<file path="config.mk">
export PLATFORM = sky130hd
export DESIGN_NAME = mem_port_arbiter_flat
export DESIGN_NICKNAME = d
export VERILOG_FILES = /design/src/rtl/mem_port_arbiter_pkg.sv /design/src/rtl/mem_port_arbiter_if.sv /design/src/rtl/mem_lane_format.sv /design/src/rtl/mem_port_arbiter.sv /design/src/flat_wrapper.sv
export SDC_FILE = /design/constraint.sdc
export NUM_CORES = 1
export LEC_CHECK = 0
export ABC_AREA = 1
export ABC_CLOCK_PERIOD_IN_PS = 4780
export BUFFER_PORTS_ARGS = -buffer_cell sky130_fd_sc_hd__buf_2
export CORE_AREA = 2 2 118 120
export DETAILED_ROUTE_END_ITERATION = 12
export DIE_AREA = 0 0 120 122
export SYNTH_ARGS = -nofsm -noshare
export SYNTH_HDL_FRONTEND = slang
export SYNTH_SLANG_ARGS = --single-unit
</file>
<file path="constraint.sdc">
create_clock -name clk -period 4.78 [get_ports clk]
set_input_delay 0.717 -clock clk [delete_from_list [all_inputs] [get_ports clk]]
set_output_delay 0.717 -clock clk [all_outputs]
set_load 0.02 [all_outputs]
</file>
<file path="src/rtl/mem_port_arbiter_pkg.sv">
// Shared constants for the instruction/data memory port arbiter: funct3 load/store
// codes and the memory-mapped UART / hardware-counter addresses.
package mem_port_arbiter_pkg;

  localparam logic [2:0] LOAD_LB  = 3'b000;
  localparam logic [2:0] LOAD_LH  = 3'b001;
  localparam logic [2:0] LOAD_LW  = 3'b010;
  localparam logic [2:0] LOAD_LBU = 3'b100;
  localparam logic [2:0] LOAD_LHU = 3'b101;

  localparam logic [2:0] STORE_SB = 3'b000;
  localparam logic [2:0] STORE_SH = 3'b001;
  localparam logic [2:0] STORE_SW = 3'b010;

  localparam logic [31:0] UART_TX_ADDR          = 32'h8000_0000;
  localparam logic [31:0] HARDWARE_COUNTER_ADDR = 32'h8000_0004;

endpackage

</file>
<file path="src/rtl/mem_port_arbiter_if.sv">
// Core-side (fetch, load/store, UART, counter) and memory-side signals of the arbiter.
// master = core pipeline plus memory macro environment, slave = the arbiter.
interface mem_port_arbiter_if #(
  parameter int ADDR_W = 16
);
  logic              i_req;
  logic [31:0]       i_addr;
  logic              i_gnt;
  logic              i_rvalid;
  logic [31:0]       i_rdata;

  logic              d_req;
  logic              d_we;
  logic [31:0]       d_addr;
  logic [2:0]        d_type;
  logic [31:0]       d_wdata;
  logic              d_gnt;
  logic              d_rvalid;
  logic [31:0]       d_rdata;
  logic              d_err;

  logic [31:0]       hw_counter;
  logic              uart_busy;
  logic              uart_we;
  logic [7:0]        uart_data;

  logic              mem_en;
  logic [3:0]        mem_we;
  logic [ADDR_W-1:0] mem_addr;
  logic [31:0]       mem_wdata;
  logic [31:0]       mem_rdata;

  modport master (
    output i_req, i_addr, d_req, d_we, d_addr, d_type, d_wdata,
           hw_counter, uart_busy, mem_rdata,
    input  i_gnt, i_rvalid, i_rdata, d_gnt, d_rvalid, d_rdata, d_err,
           uart_we, uart_data, mem_en, mem_we, mem_addr, mem_wdata
  );

  modport slave (
    input  i_req, i_addr, d_req, d_we, d_addr, d_type, d_wdata,
           hw_counter, uart_busy, mem_rdata,
    output i_gnt, i_rvalid, i_rdata, d_gnt, d_rvalid, d_rdata, d_err,
           uart_we, uart_data, mem_en, mem_we, mem_addr, mem_wdata
  );

endinterface

</file>
<file path="src/rtl/mem_lane_format.sv">
// Byte-lane formatting: store strobes/lane shift and alignment check on the request
// side, load extract and sign/zero extension on the response side.
module mem_lane_format
  import mem_port_arbiter_pkg::*;
(
  input  logic        req_we,
  input  logic [2:0]  req_type,
  input  logic [1:0]  req_off,
  input  logic [31:0] req_wdata,
  output logic [3:0]  wr_strb,
  output logic [31:0] wr_data,
  output logic        misal,
  input  logic [2:0]  rsp_type,
  input  logic [1:0]  rsp_off,
  input  logic [31:0] rsp_raw,
  output logic [31:0] rsp_data
);

  logic [31:0] rsp_shifted;

  // Unknown store types fall through to the word path.
  always_comb begin
    wr_strb = 4'b1111;
    wr_data = req_wdata;
    case (req_type)
      STORE_SB: begin
        wr_strb = 4'b0001 << req_off;
        wr_data = {4{req_wdata[7:0]}};
      end
      STORE_SH: begin
        wr_strb = 4'b0011 << req_off;
        wr_data = req_wdata << {req_off, 3'b000};
      end
      default: ;
    endcase
  end

  always_comb begin
    misal = 1'b0;
    if (req_we) begin
      case (req_type)
        STORE_SB: misal = 1'b0;
        STORE_SH: misal = (req_off == 2'd3);
        default:  misal = (req_off != 2'd0);
      endcase
    end else begin
      case (req_type)
        LOAD_LH, LOAD_LHU: misal = (req_off == 2'd3);
        LOAD_LW:           misal = (req_off != 2'd0);
        default:           misal = 1'b0;
      endcase
    end
  end

  assign rsp_shifted = rsp_raw >> {rsp_off, 3'b000};

  always_comb begin
    case (rsp_type)
      LOAD_LB:  rsp_data = {{24{rsp_shifted[7]}}, rsp_shifted[7:0]};
      LOAD_LH:  rsp_data = {{16{rsp_shifted[15]}}, rsp_shifted[15:0]};
      LOAD_LW:  rsp_data = rsp_shifted;
      LOAD_LBU: rsp_data = {24'd0, rsp_shifted[7:0]};
      LOAD_LHU: rsp_data = {16'd0, rsp_shifted[15:0]};
      default:  rsp_data = rsp_raw;
    endcase
  end

endmodule

</file>
<file path="src/rtl/mem_port_arbiter.sv">
// Shares one synchronous-read memory between instruction fetch and the load/store
// unit, with starvation protection for fetch, a UART TX store path and a counter load.
module mem_port_arbiter
  import mem_port_arbiter_pkg::*;
#(
  parameter int ADDR_W       = 16,
  parameter int STARVE_LIMIT = 4,
  parameter int CNT_W        = 3
) (
  input logic               clk,
  input logic               rst_n,
  mem_port_arbiter_if.slave bus
);

  localparam logic [CNT_W-1:0] LIMIT = CNT_W'(STARVE_LIMIT);

  logic             is_uart_p0;
  logic             is_cnt_p0;
  logic             uart_stall_p0;
  logic             i_force_p0;
  logic             d_gnt_p0;
  logic             i_gnt_p0;
  logic             d_mem_p0;
  logic             misal_p0;
  logic [3:0]       wr_strb_p0;
  logic [31:0]      wr_data_p0;
  logic [CNT_W-1:0] starve_cnt;
  logic [CNT_W-1:0] starve_cnt_nxt;

  logic             vld_i_p1;
  logic             vld_d_p1;
  logic             err_p1;
  logic             ld_p1;
  logic             cnt_sel_p1;
  logic [31:0]      cnt_p1;
  logic [2:0]       type_p1;
  logic [1:0]       off_p1;
  logic [31:0]      ld_data_p1;

  logic             unused_addr;
  assign unused_addr = ^{bus.i_addr[31:ADDR_W+2], bus.i_addr[1:0]};

  mem_lane_format u_fmt (
    .req_we    (bus.d_we),
    .req_type  (bus.d_type),
    .req_off   (bus.d_addr[1:0]),
    .req_wdata (bus.d_wdata),
    .wr_strb   (wr_strb_p0),
    .wr_data   (wr_data_p0),
    .misal     (misal_p0),
    .rsp_type  (type_p1),
    .rsp_off   (off_p1),
    .rsp_raw   (bus.mem_rdata),
    .rsp_data  (ld_data_p1)
  );

  // ---- p0: request decode and combinational grant ----
  assign is_uart_p0    = bus.d_we && (bus.d_addr == UART_TX_ADDR);
  assign is_cnt_p0     = !bus.d_we && (bus.d_type == LOAD_LW) &&
                         (bus.d_addr == HARDWARE_COUNTER_ADDR);
  assign uart_stall_p0 = bus.d_req && is_uart_p0 && bus.uart_busy;
  assign i_force_p0    = bus.i_req && (starve_cnt == LIMIT);
  // Grants are masked while reset is asserted so nothing reaches the memory.
  assign d_gnt_p0      = rst_n && bus.d_req && !uart_stall_p0 && !i_force_p0;
  assign i_gnt_p0      = rst_n && bus.i_req && !d_gnt_p0;
  assign d_mem_p0      = d_gnt_p0 && !is_uart_p0 && !is_cnt_p0 && !misal_p0;

  // A fetch granted only because the UART stalled D does not reset the count.
  always_comb begin
    starve_cnt_nxt = starve_cnt;
    if (!bus.i_req) begin
      starve_cnt_nxt = '0;
    end else if (d_gnt_p0) begin
      if (starve_cnt != LIMIT) starve_cnt_nxt = starve_cnt + CNT_W'(1);
    end else if (i_gnt_p0 && !uart_stall_p0) begin
      starve_cnt_nxt = '0;
    end
  end

  assign bus.i_gnt     = i_gnt_p0;
  assign bus.d_gnt     = d_gnt_p0;
  assign bus.mem_en    = i_gnt_p0 || d_mem_p0;
  assign bus.mem_we    = (d_mem_p0 && bus.d_we) ? wr_strb_p0 : 4'b0000;
  assign bus.mem_addr  = i_gnt_p0 ? bus.i_addr[ADDR_W+1:2] : bus.d_addr[ADDR_W+1:2];
  assign bus.mem_wdata = wr_data_p0;
  assign bus.uart_we   = d_gnt_p0 && is_uart_p0;
  assign bus.uart_data = bus.d_wdata[7:0];

  // ---- p1: response stage ----
  always_ff @(posedge clk or negedge rst_n) begin
    if (!rst_n) begin
      starve_cnt <= '0;
      vld_i_p1   <= 1'b0;
      vld_d_p1   <= 1'b0;
      err_p1     <= 1'b0;
    end else begin
      starve_cnt <= starve_cnt_nxt;
      vld_i_p1   <= i_gnt_p0;
      vld_d_p1   <= d_gnt_p0;
      err_p1     <= d_gnt_p0 && misal_p0 && !is_uart_p0;
    end
  end

  always_ff @(posedge clk) begin
    ld_p1      <= d_mem_p0 && !bus.d_we;
    cnt_sel_p1 <= d_gnt_p0 && is_cnt_p0;
    cnt_p1     <= bus.hw_counter;
    type_p1    <= bus.d_type;
    off_p1     <= bus.d_addr[1:0];
  end

  always_comb begin
    bus.d_rdata = '0;
    if (cnt_sel_p1)  bus.d_rdata = cnt_p1;
    else if (ld_p1)  bus.d_rdata = ld_data_p1;
  end

  assign bus.i_rvalid = vld_i_p1;
  assign bus.i_rdata  = bus.mem_rdata;
  assign bus.d_rvalid = vld_d_p1;
  assign bus.d_err    = err_p1;

endmodule

</file>
<file path="src/flat_wrapper.sv">
// flat-port wrapper written by rule: the top's interface ports become plain ports
module mem_port_arbiter_flat import mem_port_arbiter_pkg::*;
#(
  parameter int ADDR_W       = 16,
  parameter int STARVE_LIMIT = 4,
  parameter int CNT_W        = 3
)
  (clk, rst_n, bus_i_req, bus_i_addr, bus_d_req, bus_d_we, bus_d_addr, bus_d_type, bus_d_wdata, bus_hw_counter, bus_uart_busy, bus_mem_rdata, bus_i_gnt, bus_i_rvalid, bus_i_rdata, bus_d_gnt, bus_d_rvalid, bus_d_rdata, bus_d_err, bus_uart_we, bus_uart_data, bus_mem_en, bus_mem_we, bus_mem_addr, bus_mem_wdata);
  mem_port_arbiter_if #(.ADDR_W(ADDR_W)) bus_i ();
  input logic clk;
  input logic rst_n;
  input wire logic [$bits(bus_i.i_req)-1:0] bus_i_req;
  input wire logic [$bits(bus_i.i_addr)-1:0] bus_i_addr;
  input wire logic [$bits(bus_i.d_req)-1:0] bus_d_req;
  input wire logic [$bits(bus_i.d_we)-1:0] bus_d_we;
  input wire logic [$bits(bus_i.d_addr)-1:0] bus_d_addr;
  input wire logic [$bits(bus_i.d_type)-1:0] bus_d_type;
  input wire logic [$bits(bus_i.d_wdata)-1:0] bus_d_wdata;
  input wire logic [$bits(bus_i.hw_counter)-1:0] bus_hw_counter;
  input wire logic [$bits(bus_i.uart_busy)-1:0] bus_uart_busy;
  input wire logic [$bits(bus_i.mem_rdata)-1:0] bus_mem_rdata;
  output wire logic [$bits(bus_i.i_gnt)-1:0] bus_i_gnt;
  output wire logic [$bits(bus_i.i_rvalid)-1:0] bus_i_rvalid;
  output wire logic [$bits(bus_i.i_rdata)-1:0] bus_i_rdata;
  output wire logic [$bits(bus_i.d_gnt)-1:0] bus_d_gnt;
  output wire logic [$bits(bus_i.d_rvalid)-1:0] bus_d_rvalid;
  output wire logic [$bits(bus_i.d_rdata)-1:0] bus_d_rdata;
  output wire logic [$bits(bus_i.d_err)-1:0] bus_d_err;
  output wire logic [$bits(bus_i.uart_we)-1:0] bus_uart_we;
  output wire logic [$bits(bus_i.uart_data)-1:0] bus_uart_data;
  output wire logic [$bits(bus_i.mem_en)-1:0] bus_mem_en;
  output wire logic [$bits(bus_i.mem_we)-1:0] bus_mem_we;
  output wire logic [$bits(bus_i.mem_addr)-1:0] bus_mem_addr;
  output wire logic [$bits(bus_i.mem_wdata)-1:0] bus_mem_wdata;
  assign bus_i.i_req = bus_i_req;
  assign bus_i.i_addr = bus_i_addr;
  assign bus_i.d_req = bus_d_req;
  assign bus_i.d_we = bus_d_we;
  assign bus_i.d_addr = bus_d_addr;
  assign bus_i.d_type = bus_d_type;
  assign bus_i.d_wdata = bus_d_wdata;
  assign bus_i.hw_counter = bus_hw_counter;
  assign bus_i.uart_busy = bus_uart_busy;
  assign bus_i.mem_rdata = bus_mem_rdata;
  assign bus_i_gnt = bus_i.i_gnt;
  assign bus_i_rvalid = bus_i.i_rvalid;
  assign bus_i_rdata = bus_i.i_rdata;
  assign bus_d_gnt = bus_i.d_gnt;
  assign bus_d_rvalid = bus_i.d_rvalid;
  assign bus_d_rdata = bus_i.d_rdata;
  assign bus_d_err = bus_i.d_err;
  assign bus_uart_we = bus_i.uart_we;
  assign bus_uart_data = bus_i.uart_data;
  assign bus_mem_en = bus_i.mem_en;
  assign bus_mem_we = bus_i.mem_we;
  assign bus_mem_addr = bus_i.mem_addr;
  assign bus_mem_wdata = bus_i.mem_wdata;
  mem_port_arbiter #(.ADDR_W(ADDR_W), .STARVE_LIMIT(STARVE_LIMIT), .CNT_W(CNT_W)) u_core (.clk(clk), .rst_n(rst_n), .bus(bus_i));
endmodule
</file>
==> impl_metrics.tcl <==
set metrics [dict create \
    status "finished, final reports clean" \
    grt_pass1_vias 4821 \
    avgSynthCellArea_um2 5.88 \
    power.total_w 0.00124 \
    route.detailed.drc 0 \
    grt_pass1_wl_um 24300 \
    setup-tns-final_ns 0 \
    syn-num-nets 874 \
    critPathLaunchType "flip-flop" \
    firstDrtPassIters 4 \
    dieArea_um2 14600 \
    r2r_end "u_core.bus.i_rvalid$_DFF_PN0_" \
    grt_usage 0.206 \
    vias_per_cell 4.80 \
    yosysWarningCount 0 \
    worst_path_dominant_cell_family "simple AND/OR/NAND/NOR gates" \
    wl_per_cell_um 14.2 \
    cp_slowest_stage_delay_ns 0.68 \
    period_share 0.746 \
    yosysSeqAreaShare 0.225 \
    synth_top_area_share 0.207 \
    wirelength_um 15700 \
    ys_seq_elements 45 \
    die_h_um 122 \
    dpl_worst_slack_ns 1.51 \
    vdd_drop_max_mv 0.124 \
    arrival_ns 2.85 \
    post_cts_resized 0 \
    relSlewSlack 0.410 \
    core-area_um2 13500 \
    switchingPower_w 0.000439 \
    yosys-top-cells-area "nand2_1 21%, dfxtp_1 19%, o21ai_0 11%" \
    portBuffers 283 \
    grt_overflow_total 0 \
    yosysTopAreaCell "nand2_1" \
    clk_latency_ns 0.29 \
    holdBufCountCts 0 \
    cp_common_cell "nand2_1" \
    initial_utilization 0.306 \
    p_comb_frac 0.347 \
    hpwl_um 12000 \
    num_rows 43 \
    cts-root-buf "clkbuf_16" \
    postRouteAntennaNets 0 \
    fin_worst_skew_ns 0.000380 \
    min_path_type "input port to asynchronous set/reset pin" \
    cts.sinks 45 \
    crit_fanout 24 \
    p_int_w 0.000805 \
    power.density_nw_per_um2 226 \
    finalNetCount 1092 \
    path_cells "buf_4 -> o211ai_1 -> o21ai_1 -> nand2_1 -> nand2_1 -> nor2_1 -> o21ai_0 -> buf_2" \
    rsz0062_at_grt "no" \
    critPathBufInv 2 \
    synthCells 703 \
    endpoint_kind "output port" \
    clk_pin_slew_ns 0.06 \
    max-clock-path-buffers 2 \
    syn_to_final_growth_pct 33.1 \
    cp_num_cells 8 \
    finalSetupViolations 0 \
    min_period_ns 3.57 \
    fmax_ghz 0.281 \
    p_leak_nw 3.00 \
    rr_worst_depth 8 \
    cts-htree-levels 2 \
    synth_area_um2 4130 \
    antenna_found_initial 2 \
    setup_slack_ns 1.22 \
    grt_max_degree 39 \
    r2r_setup_slack_ns 3.15 \
    r2r-start "u_core.starve_cnt[0]$_DFFE_PN0P_" \
    die_w_um 120 \
    drtIter0Drc 304 \
    drv_cap 0 \
    critical_path_class "flip-flop to output port" \
    pwr-share-seq 0.323 \
    io_pins 300 \
    cpMaxStageDelayCell "dfxtp_1" \
    hold_violations 0 \
    vias 5298 \
    drive_gt1_frac 0.344 \
    post_cts_buffers 0 \
    finalMaxSlewViolations 0 \
    place_congestion 0.809 \
    crit_start "u_core.off_p1[0]$_DFF_P_" \
    worst_slew_pin_slew_ns 0.883 \
    tritoncts "yes" \
    ys_types 34 \
    cts_buffers 5 \
    worstPathRequired_ns 4.06 \
    switching_share 0.353 \
    crit_path_end "bus_d_rdata[22]" \
    pwr-share-clk 0.330 \
]
==> worst reg2reg max path, stage by stage (launching register included) <==
cell	delay, ns
dfrtp_1	0.37
inv_1	0.07
ha_1	0.19
nand3_1	0.08
nand3_1	0.09
inv_1	0.17
nand2_4	0.20
nand2_4	0.24
inv_1	0.10
==> registers in the layout, indices dropped and copies added (netlist names) <==
signal               count
u_core.bus.d_rvalid      1
u_core.cnt_sel_p1        1
u_core.bus.i_rvalid      1
u_core.type_p1           3
u_core.cnt_p1           32
u_core.bus.d_err         1
u_core.ld_p1             1
u_core.off_p1            2
u_core.starve_cnt        3
==> cell usage after synthesis, drive strengths merged <==
cell,count
dfxtp,39
nor3,3
buf,54
dfrtp,6
nand4,3
a21oi,24
inv,43
nor3b,1
a211oi,14
nand3b,2
nand3,52
nand2,231
clkbuf,25
o211ai,26
ha,2
clkinv,3
o22ai,1
xor2,1
nor2,72
o21ai,101
==> cell usage in the layout, fill, tap and decap left out, drive strengths merged, types with 6 or more instances in the layout <==
| master | instances |
|---|---|
| a21oi | 24 |
| a211oi | 14 |
| inv | 43 |
| dfrtp | 6 |
| nand2 | 231 |
| dfxtp | 39 |
| o211ai | 26 |
| nor2 | 72 |
| o21ai | 101 |
| clkbuf | 6 |
| nand3 | 52 |
| buf | 290 |
==> worst min path at each step <==
stage	endpoint	slack (ns)	depth (start not counted)	from
4_1_cts	u_core.bus.i_rvalid$_DFF_PN0_	0.26	1	rst_n
3_5_place_dp	u_core.starve_cnt[0]$_DFFE_PN0P_	0.53	2	u_core.starve_cnt[0]$_DFFE_PN0P_
5_1_grt	u_core.bus.i_rvalid$_DFF_PN0_	0.27	1	rst_n
6_report	u_core.bus.i_rvalid$_DFF_PN0_	0.26	1	rst_n
2_1_floorplan	u_core.bus.d_err$_DFF_PN0_	0.42	0	rst_n
3_3_place_gp	u_core.starve_cnt[0]$_DFFE_PN0P_	0.52	2	u_core.starve_cnt[0]$_DFFE_PN0P_
==> layer usage <==
metal  wire [um]  track usage  share of wire
met1        6690        0.253           0.43
met2        7590        0.370           0.48
met3        1110       0.0342          0.070
met4         307       0.0625          0.020
met5          16            0         0.0010
==> metrics by stage <==
stage | util | hold WS (ns) | std cells | area, um2
floorplan | - | 0.421 | 703 | 4130
global placement | 0.394 | 0.524 | 1094 | 5320
detailed placement | 0.394 | 0.532 | 1094 | 5320
CTS | 0.407 | 0.261 | 1102 | 5500
global route | 0.407 | 0.274 | 1103 | 5500
finish | 0.407 | 0.264 | 1103 | 5500
==> cell families (layout without fill, tap and decap cells) <==
| kind of cell | Yosys count | in the layout | synth area share |
|---|---|---|---|
| adders and majority gates | 2 | 2 | 0.00605 |
| and+or+nand+nor | 364 | 364 | 0.375 |
| AOI/OAI and AO/OA | 166 | 166 | 0.227 |
| other | 0 | 1 | 0 |
| DFF | 45 | 45 | 0.225 |
| xor gates and xnor gates | 1 | 1 | 0.00212 |
| buffers and inverters | 125 | 344 | 0.165 |
==> power groups by stage <==
stage               registers [W]  clock network, W  logic [W]
finish                   0.000402          0.000410   0.000431
detailed placement       0.000411                 0   0.000431
CTS                      0.000402          0.000424   0.000433
floorplan                0.000409                 0   0.000276
global placement         0.000410                 0   0.000432
global route             0.000404          0.000437   0.000478
==> layout make-up <==
class	count	area, um2
clock buffers	6	139
diodes	1	2.50
repair buffers	290	1470
fillers	1558	8000
clock inverters	2	37.5
multi-input cells	533	2520
flip-flops and latches	45	931
inverters	46	173
well taps	180	225
No activity file was read; power rests on OpenSTA's default activity.
